==> src/rtl/hi_lo_muldiv_if.sv <==
// hi_lo_muldiv_if: bundle between the control decoder / register file and the
// HI/LO multiply-divide unit.
//   funct       - instruction funct field
//   write_hi    - MTHI, or MULT/MULTU/DIV/DIVU start strobe
//   write_lo    - MTLO strobe
//   read_hi_lo  - MFHI/MFLO strobe
//   rs_data     - rs operand (multiplicand / dividend / MTHI / MTLO source)
//   rt_data     - rt operand (multiplier / divisor)
//   hi_lo_out   - MFHI/MFLO result toward the write-data mux
//   busy        - operation in flight, pipeline stalls
//   hi_out      - current HI register (debug)
//   lo_out      - current LO register (debug)
interface hi_lo_muldiv_if #(parameter int WIDTH = 32);
  logic [5:0]       funct;
  logic             write_hi;
  logic             write_lo;
  logic             read_hi_lo;
  logic [WIDTH-1:0] rs_data;
  logic [WIDTH-1:0] rt_data;
  logic [WIDTH-1:0] hi_lo_out;
  logic             busy;
  logic [WIDTH-1:0] hi_out;
  logic [WIDTH-1:0] lo_out;

  modport master (
    output funct, write_hi, write_lo, read_hi_lo, rs_data, rt_data,
    input  hi_lo_out, busy, hi_out, lo_out
  );

  modport slave (
    input  funct, write_hi, write_lo, read_hi_lo, rs_data, rt_data,
    output hi_lo_out, busy, hi_out, lo_out
  );
endinterface

==> src/rtl/hi_lo_muldiv_unit.sv <==
// hi_lo_muldiv_unit: owns HI/LO and runs MULT/MULTU/DIV/DIVU iteratively,
// one operand bit per cycle, followed by a single sign-fix cycle.
// Ports:
//   clk    - rising-edge clock
//   reset  - synchronous, active-high
//   bus    - hi_lo_muldiv_if.slave (decoder strobes, operands, results, busy)
//
// state | meaning
// ------+--------------------------------------------------------------
// IDLE  | accepts MTHI/MTLO/start; HI/LO readable
// MUL   | shift-add, one multiplier bit per cycle (WIDTH cycles)
// DIV   | restoring division, one quotient bit per cycle (WIDTH cycles)
// FIX   | sign correction / divide-by-zero result, writes HI and LO
module hi_lo_muldiv_unit #(
  parameter int WIDTH = 32
) (
  input logic            clk,
  input logic            reset,
  hi_lo_muldiv_if.slave  bus
);
  localparam int CW = $clog2(WIDTH);

  typedef enum logic [1:0] {IDLE, MUL, DIV, FIX} state_t;

  state_t             state_q, state_d;
  logic [WIDTH-1:0]   hi_q, hi_d, lo_q, lo_d;
  logic [WIDTH-1:0]   a_q, a_d;          // multiplicand or divisor magnitude
  logic [2*WIDTH-1:0] acc_q, acc_d;      // {upper: partial product / remainder, lower: multiplier / quotient}
  logic [WIDTH-1:0]   rs_raw_q, rs_raw_d;
  logic [CW-1:0]      counter_q, counter_d;
  logic               neg_q_q, neg_q_d;  // product / quotient sign
  logic               neg_r_q, neg_r_d;  // remainder sign
  logic               dz_q, dz_d;
  logic               is_div_q, is_div_d;
  logic               busy_q, busy_d;

  logic               start_op, op_signed;
  logic [WIDTH-1:0]   rs_mag, rt_mag;
  logic [WIDTH:0]     mul_sum, rem_shift, trial;
  logic [2*WIDTH-1:0] mul_next, div_next, prod_fix;
  logic               last;

  always_comb begin
    start_op  = bus.write_hi && (bus.funct inside {6'h18, 6'h19, 6'h1A, 6'h1B});
    op_signed = ~bus.funct[0];
    rs_mag    = (op_signed && bus.rs_data[WIDTH-1]) ? -bus.rs_data : bus.rs_data;
    rt_mag    = (op_signed && bus.rt_data[WIDTH-1]) ? -bus.rt_data : bus.rt_data;
    last      = (counter_q == CW'(WIDTH - 1));

    // Shift-add: add the multiplicand into the upper half when the current
    // multiplier bit (acc LSB) is set, then shift right keeping the carry.
    mul_sum   = {1'b0, acc_q[2*WIDTH-1:WIDTH]} + (acc_q[0] ? {1'b0, a_q} : '0);
    mul_next  = {mul_sum, acc_q[WIDTH-1:1]};

    // Restoring divide: the shifted remainder needs one extra bit so the
    // trial subtraction's sign is observable.
    rem_shift = acc_q[2*WIDTH-1:WIDTH-1];
    trial     = rem_shift - {1'b0, a_q};
    div_next  = {(trial[WIDTH] ? rem_shift[WIDTH-1:0] : trial[WIDTH-1:0]),
                 acc_q[WIDTH-2:0], ~trial[WIDTH]};

    prod_fix  = neg_q_q ? -acc_q : acc_q;

    state_d   = state_q;
    hi_d      = hi_q;
    lo_d      = lo_q;
    a_d       = a_q;
    acc_d     = acc_q;
    rs_raw_d  = rs_raw_q;
    counter_d = counter_q;
    neg_q_d   = neg_q_q;
    neg_r_d   = neg_r_q;
    dz_d      = dz_q;
    is_div_d  = is_div_q;
    busy_d    = busy_q;

    case (state_q)
      IDLE: begin
        if (start_op) begin
          is_div_d  = bus.funct[1];
          neg_q_d   = op_signed && (bus.rs_data[WIDTH-1] ^ bus.rt_data[WIDTH-1]);
          neg_r_d   = op_signed && bus.rs_data[WIDTH-1];
          dz_d      = (bus.rt_data == '0);
          rs_raw_d  = bus.rs_data;
          counter_d = '0;
          busy_d    = 1'b1;
          if (bus.funct[1]) begin
            a_d     = rt_mag;
            acc_d   = {{WIDTH{1'b0}}, rs_mag};
            state_d = DIV;
          end else begin
            a_d     = rs_mag;
            acc_d   = {{WIDTH{1'b0}}, rt_mag};
            state_d = MUL;
          end
        end else begin
          if (bus.write_hi && bus.funct == 6'h11) hi_d = bus.rs_data;
          if (bus.write_lo && bus.funct == 6'h13) lo_d = bus.rs_data;
        end
      end
      MUL, DIV: begin
        acc_d     = (state_q == MUL) ? mul_next : div_next;
        counter_d = counter_q + CW'(1);
        if (last) state_d = FIX;
      end
      FIX: begin
        if (!is_div_q) begin
          hi_d = prod_fix[2*WIDTH-1:WIDTH];
          lo_d = prod_fix[WIDTH-1:0];
        end else if (dz_q) begin
          hi_d = rs_raw_q;
          lo_d = '1;
        end else begin
          lo_d = neg_q_q ? -acc_q[WIDTH-1:0] : acc_q[WIDTH-1:0];
          hi_d = neg_r_q ? -acc_q[2*WIDTH-1:WIDTH] : acc_q[2*WIDTH-1:WIDTH];
        end
        busy_d  = 1'b0;
        state_d = IDLE;
      end
      default: state_d = IDLE;
    endcase
  end

  always_ff @(posedge clk) begin
    if (reset) begin
      state_q   <= IDLE;
      hi_q      <= '0;
      lo_q      <= '0;
      a_q       <= '0;
      acc_q     <= '0;
      rs_raw_q  <= '0;
      counter_q <= '0;
      neg_q_q   <= 1'b0;
      neg_r_q   <= 1'b0;
      dz_q      <= 1'b0;
      is_div_q  <= 1'b0;
      busy_q    <= 1'b0;
    end else begin
      state_q   <= state_d;
      hi_q      <= hi_d;
      lo_q      <= lo_d;
      a_q       <= a_d;
      acc_q     <= acc_d;
      rs_raw_q  <= rs_raw_d;
      counter_q <= counter_d;
      neg_q_q   <= neg_q_d;
      neg_r_q   <= neg_r_d;
      dz_q      <= dz_d;
      is_div_q  <= is_div_d;
      busy_q    <= busy_d;
    end
  end

  always_comb begin
    bus.hi_lo_out = '0;
    if (bus.read_hi_lo && !busy_q) begin
      if (bus.funct == 6'h10)      bus.hi_lo_out = hi_q;
      else if (bus.funct == 6'h12) bus.hi_lo_out = lo_q;
    end
  end

  assign bus.busy   = busy_q;
  assign bus.hi_out = hi_q;
  assign bus.lo_out = lo_q;
endmodule

==> src/flat_wrapper.sv <==
// flat-port wrapper written by rule: the top's interface ports become plain ports
module hi_lo_muldiv_unit_flat 
#(
  parameter int WIDTH = 32
)
  (clk, reset, bus_funct, bus_write_hi, bus_write_lo, bus_read_hi_lo, bus_rs_data, bus_rt_data, bus_hi_lo_out, bus_busy, bus_hi_out, bus_lo_out);
  hi_lo_muldiv_if #(.WIDTH(WIDTH)) bus_i ();
  input logic clk;
  input logic reset;
  input wire logic [$bits(bus_i.funct)-1:0] bus_funct;
  input wire logic [$bits(bus_i.write_hi)-1:0] bus_write_hi;
  input wire logic [$bits(bus_i.write_lo)-1:0] bus_write_lo;
  input wire logic [$bits(bus_i.read_hi_lo)-1:0] bus_read_hi_lo;
  input wire logic [$bits(bus_i.rs_data)-1:0] bus_rs_data;
  input wire logic [$bits(bus_i.rt_data)-1:0] bus_rt_data;
  output wire logic [$bits(bus_i.hi_lo_out)-1:0] bus_hi_lo_out;
  output wire logic [$bits(bus_i.busy)-1:0] bus_busy;
  output wire logic [$bits(bus_i.hi_out)-1:0] bus_hi_out;
  output wire logic [$bits(bus_i.lo_out)-1:0] bus_lo_out;
  assign bus_i.funct = bus_funct;
  assign bus_i.write_hi = bus_write_hi;
  assign bus_i.write_lo = bus_write_lo;
  assign bus_i.read_hi_lo = bus_read_hi_lo;
  assign bus_i.rs_data = bus_rs_data;
  assign bus_i.rt_data = bus_rt_data;
  assign bus_hi_lo_out = bus_i.hi_lo_out;
  assign bus_busy = bus_i.busy;
  assign bus_hi_out = bus_i.hi_out;
  assign bus_lo_out = bus_i.lo_out;
  hi_lo_muldiv_unit #(.WIDTH(WIDTH)) u_core (.clk(clk), .reset(reset), .bus(bus_i));
endmodule
==> config.mk <==
export PLATFORM = sky130hd
export DESIGN_NAME = hi_lo_muldiv_unit_flat
export DESIGN_NICKNAME = d
export VERILOG_FILES = /design/src/rtl/hi_lo_muldiv_if.sv /design/src/rtl/hi_lo_muldiv_unit.sv /design/src/flat_wrapper.sv
export SDC_FILE = /design/constraint.sdc
export NUM_CORES = 1
export LEC_CHECK = 0
export BUFFER_PORTS_ARGS = -buffer_cell sky130_fd_sc_hd__buf_2
export CELL_PAD_IN_SITES_DETAIL_PLACEMENT = 2
export CELL_PAD_IN_SITES_GLOBAL_PLACEMENT = 2
export CORE_MARGIN = 2
export CORE_UTILIZATION = 38
export CTS_CLUSTER_DIAMETER = 50
export CTS_CLUSTER_SIZE = 10
export DETAILED_ROUTE_END_ITERATION = 16
export PLACE_DENSITY_LB_ADDON = 0.1
export SYNTH_ARGS = -nofsm -noshare
export SYNTH_HDL_FRONTEND = slang
export SYNTH_SLANG_ARGS = --single-unit
==> constraint.sdc <==
create_clock -name clk -period 7.15 [get_ports clk]
set_clock_uncertainty 0.1 [all_clocks]
set_input_delay 0.3575 -clock clk [delete_from_list [all_inputs] [get_ports clk]]
set_output_delay 0.3575 -clock clk [all_outputs]
set_load 0.02 [all_outputs]
## After elaboration in Yosys (flattened, before gate mapping)

Index checks and enable logic that the tools add are counted.

| word-level totals | value |
|---|---|
| flip-flop bits (word level) | 204 |
| output and inout bits | 97 |

| cells by class | value |
|---|---|
| add/subtract/negate cells | 8 |
| equality and inequality tests | 17 |
| mux-type cells | 33 |
| bitwise logic cells | 3 |
| reductions and logical operators | 20 |

Operator list:

| cell | number |
|---|---|
| $mux 32 | 19 |
| $mux 64 | 3 |
| $neg 32->32 | 4 |
| $pmux 32 s2 | 2 |
| $pmux 64 s2 | 1 |
| $neg 64->64 | 1 |
| $eq 6x5->1 const B | 8 |
| $add 32x33->33 | 1 |
| $sub 33x32->33 | 1 |
| $logic_not 32->1 | 1 |
| $pmux 5 s2 | 1 |
| $ne 2x1->1 const B | 4 |
| $reduce_and 2->1 | 4 |
| $logic_and 1x1->1 | 7 |
| $mux 2 | 3 |
| $pmux 2 s3 | 1 |
| $reduce_and 3->1 | 2 |
| $add 5x1->5 const B | 1 |
| $eq 5x5->1 const B | 1 |
| $mux 5 | 1 |
| $eq 2x2->1 const B | 2 |
| $reduce_bool 2->1 | 2 |
| $reduce_bool 4->1 | 1 |
| $eq 2x1->1 const B | 1 |
| other kinds (8) | 9 |

## Longest topological paths before layout

| logic depth | value |
|---|---|
| depth after elaboration | 6 |
| mapped depth | 14 |

## Worst setup path before layout

Ideal clock, no wire load.

| timing | value |
|---|---|
| path type | reg2reg |
| from | register u_core.acc_q[31] |
| to | register u_core.acc_q[44] |
| arrival time | 3.224 ns |
| required time | 6.933 ns |
| path slack | 3.709 ns |
| cell stages (with the launch flop) | 14 |
| buffers on the path | 1 |
| clock period less this slack | 3.441 ns |
| cells stage by stage | dfxtp_1 inv_1 ha_1 fa_1 nand2b_1 a211oi_1 o211ai_1 o41ai_2 a31oi_1 mux2i_1 clkbuf_1 and3_1 a211o_1 a32o_1 |

| between the ends | value |
|---|---|
| word-level cells in the longest chain between the ends | 4 |

Ends and longest elaborated chain:

| element | RTL line | source |
|---|---|---|
| start: declaration | hi_lo_muldiv_unit.sv:28 | `logic [2*WIDTH-1:0] acc_q, acc_d;` |
| start signal: assignment | hi_lo_muldiv_unit.sv:130 | `acc_q <= '0;` |
| start signal: assignment | hi_lo_muldiv_unit.sv:143 | `acc_q <= acc_d;` |
| $sub 33x32->33 | hi_lo_muldiv_unit.sv:58 | `trial = rem_shift - {1'b0, a_q};` |
| $mux 32 | hi_lo_muldiv_unit.sv:59 | `div_next = {(trial[WIDTH] ? rem_shift[WIDTH-1:0] : trial[WIDTH-1:0]),` |
| $mux 64 | hi_lo_muldiv_unit.sv:102 | `acc_d = (state_q == MUL) ? mul_next : div_next;` |
| $pmux 64 s2 | hi_lo_muldiv_unit.sv:77 | `case (state_q)` |

Every way passes these cells.
A chain may end at the register's enable or synchronous reset.

## Final worst setup path

| timing | value |
|---|---|
| from | register u_core.acc_q[31] |
| to | register u_core.acc_q[54] |

The elaborated chain is that of the path after synthesis.

==> results.sh <==
export IMPL_clockRootBuffer="clkbuf_16"
export IMPL_path_class="flip-flop to flip-flop"
export IMPL_rows=78
export IMPL_syn_area_sq_um=17300
export IMPL_r2r_start="u_core.acc_q[31]$_SDFFE_PP0P_"
export IMPL_pre_cts_ws_ns=2.83
export IMPL_nFillCells=5324
export IMPL_fin_crit_ns=4.40
export IMPL_clk_latency_ns=0.57
export IMPL_grt_pass1_vias=20400
export IMPL_route_vias_total=19600
export IMPL_whs_path_depth=3
export IMPL_setup_violations=0
export IMPL_crit_arrival_ns=4.73
export IMPL_route_detailed_drc=0
export IMPL_r2r_cells=14
export IMPL_cts_sinks=204
export IMPL_gp_congestion=0.951
export IMPL_die_w_microns=218
export IMPL_crit_fanout=13
export IMPL_maxCapViolCount=0
export IMPL_synth_area_leader_cell="dfxtp_1"
export IMPL_antenna_found_initial=3
export IMPL_fin_nets=2606
export IMPL_dpl_cell_area_sq_um=18500
export IMPL_grt_max_degree=77
export IMPL_cp_start_kind="flip-flop"
export IMPL_yosysSeqAreaShare_pct=23.6
export IMPL_rsz0062_at_grt="false"
export IMPL_yosys_top_cells_count="nand2_1, nor2_1, a21oi_1"
export IMPL_dieArea_sq_um=47300
export IMPL_syn_to_final_growth_pct=13.8
export IMPL_synthArstFlopShare_pct=0
export IMPL_finalPower_mw=8.61
export IMPL_power_density_nw_per_um2=437
export IMPL_hold_viol_final=0
export IMPL_ys_types=75
export IMPL_cts_buffers=36
export IMPL_die_height_microns=218
export IMPL_final_seq_area_sq_um=4090
export IMPL_maxSlewHeadroom_pct=22.0
export IMPL_post_cts_setup_buffers=0
export IMPL_syn_nets=2562
export IMPL_cts_resized=0
export IMPL_worstHoldEndpoint="u_core.rs_raw_q[29]$_SDFFE_PP0P_"
export IMPL_outcome="completed"
export IMPL_drt_iter0_drc=1696
export IMPL_drv_slew=0
export IMPL_hp_class="primary input to flip-flop"
export IMPL_synth_top_area_share_pct=23.6
export IMPL_timing_rr_end="u_core.acc_q[54]$_SDFFE_PP0P_"
export IMPL_leakagePower_nw=7.85
export IMPL_ir_worst_vdd_mv=0.398
export IMPL_htreeDepth=2
export IMPL_core_sq_um=45200
export IMPL_whs_ns=0.0329
export IMPL_initial_core_util_pct=38.4
export IMPL_grt_pass1_wl_mm=129
export IMPL_ant_nets=0
export IMPL_pin_count=172
export IMPL_setup_ws_ns=2.75
export IMPL_yosys_warnings=0
export IMPL_port_buffers=171
export IMPL_final_area_sq_um=19700
export IMPL_path_clk_slew_ns=0.05
export IMPL_wirelength_mm=86.3
export IMPL_period_share_pct=61.6
export IMPL_cp_end_kind="flip-flop"
export IMPL_clockBufferDepth=3
export IMPL_yosys_top_cells_area="dfxtp_1, a21oi_1, nand2_1"
export IMPL_tns_ns=0
export IMPL_fmax_ghz=0.227
export IMPL_cts_tree="done"
export IMPL_yosysMostFrequentCell="nand2_1"
export IMPL_r2r_slack_ns=2.75
export IMPL_worstPathRequired_ns=7.47
export IMPL_drive_gt1_share_pct=12.9
export IMPL_cts_hold_buf=2
export IMPL_hpwl_mm=63.8
export IMPL_wl_per_cell_microns=28.0
export IMPL_grt_ovfl_total=0
export IMPL_synth_ff_type="dfxtp_1"
export IMPL_ys_seq_elements=204
export IMPL_worstHoldStart="bus_rs_data[29]"
export IMPL_synthCells=2412
export IMPL_tightestPinTransition_ns=1.17
export IMPL_syn_area_per_cell_sq_um=7.19
export IMPL_synth_edf_count=0
export IMPL_detail_route_vias_per_cell=6.36
export IMPL_grt_use_total_pct=35.6
export IMPL_multiInputGateArea_sq_um=12300
export IMPL_firstDrtPassIters=5
==> cells by family (layout without fill, tap and decap cells) <==
logic type / count (synthesis) / after routing / share of synthesized area, %
multiplexers: 106 / 106 / 6.31
other: 0 / 3 / 0
AO/OA/AOI/OAI: 747 / 747 / 27.6
XOR/XNOR: 186 / 186 / 9.40
AND/OR/NAND/NOR: 826 / 826 / 21.7
adder cells (fa/ha/maj): 75 / 75 / 5.50
buffers and inverters: 268 / 337 / 5.88
flip-flops: 204 / 204 / 23.6
==> per-stage QoR <==
stage	util (%)	instances
2_1_floorplan	-	2412
3_3_place_gp	40.9	3016
3_5_place_dp	40.9	3016
4_1_cts	43.6	3081
5_1_grt	43.6	3084
6_report	43.6	3084
==> flip-flops by register name, summed over array words and instances (netlist names) <==
| register | flops |
|---|---|
| u_core.is_div_q | 1 |
| u_core.counter_q | 5 |
| u_core.acc_q | 64 |
| u_core.bus.busy | 1 |
| u_core.a_q | 32 |
| u_core.rs_raw_q | 32 |
| u_core.bus.hi_out | 32 |
| u_core.state_q | 2 |
| u_core.neg_q_q | 1 |
| u_core.dz_q | 1 |
| u_core.neg_r_q | 1 |
| u_core.bus.lo_out | 32 |
==> per-layer routing <==
layer	up-vias	wire (microns)	GRT usage, %
li1	8804	-	-
met1	10000	38600	48.8
met2	636	39500	57.0
met3	151	5070	4.84
met4	0	3110	12.8
met5	-	0	0
==> worst max path at each step <==
stage,startpoint,to,slack (ns),depth (start not counted)
final,u_core.acc_q[31]$_SDFFE_PP0P_,u_core.acc_q[54]$_SDFFE_PP0P_,2.75,14
after global routing,u_core.acc_q[31]$_SDFFE_PP0P_,u_core.acc_q[54]$_SDFFE_PP0P_,2.52,14
after CTS,u_core.acc_q[31]$_SDFFE_PP0P_,u_core.acc_q[54]$_SDFFE_PP0P_,2.78,14
after detailed placement,u_core.acc_q[31]$_SDFFE_PP0P_,u_core.acc_q[54]$_SDFFE_PP0P_,2.83,14
after global placement,u_core.acc_q[31]$_SDFFE_PP0P_,u_core.acc_q[54]$_SDFFE_PP0P_,2.96,14
after floorplan,u_core.acc_q[31]$_SDFFE_PP0P_,u_core.acc_q[44]$_SDFFE_PP0P_,3.71,13
==> where the power goes <==
group          internal, mW  switching, mW  total, mW
clock network          1.15          0.666       1.81
registers              1.36          0.376       1.74
logic                  1.75           3.31       5.06
total                  4.26           4.35       8.61
==> final cells by class <==
cell class	instances	area share [%]
clock buffers	48	5.16
repair buffers	203	5.63
inverters	71	1.35
clock inverters	15	1.02
multi-input cells	1940	62.3
diodes	3	0.0381
flip-flops and latches	204	20.7
well taps	600	3.81
==> placed cells by master (no fill, tap or decap), drive strengths merged, types with 62 or more instances in the layout <==
master / Yosys / routed
ha: 73 / 73
dfxtp: 204 / 204
mux2i: 80 / 80
nor2: 258 / 258
a211oi: 76 / 76
nor3: 62 / 62
a21oi: 230 / 230
inv: 70 / 71
o21ai: 147 / 147
nand2: 288 / 288
xnor2: 110 / 110
xor2: 76 / 76
buf: 14 / 201
==> worst max-delay path, cell delays in order (launching register included) <==
cell      delay, ns
dfxtp_1        0.41
inv_1          0.08
ha_1           0.23
fa_1           0.42
nand2b_1       0.19
a211oi_1       0.40
o211ai_1       0.23
o41ai_2        0.51
a31oi_1        0.26
mux2i_1        0.18
buf_4          0.22
nand2_1        0.11
buf_4          0.25
mux2_2         0.36
a221o_1        0.30
(Power assumes the default switching activity.)
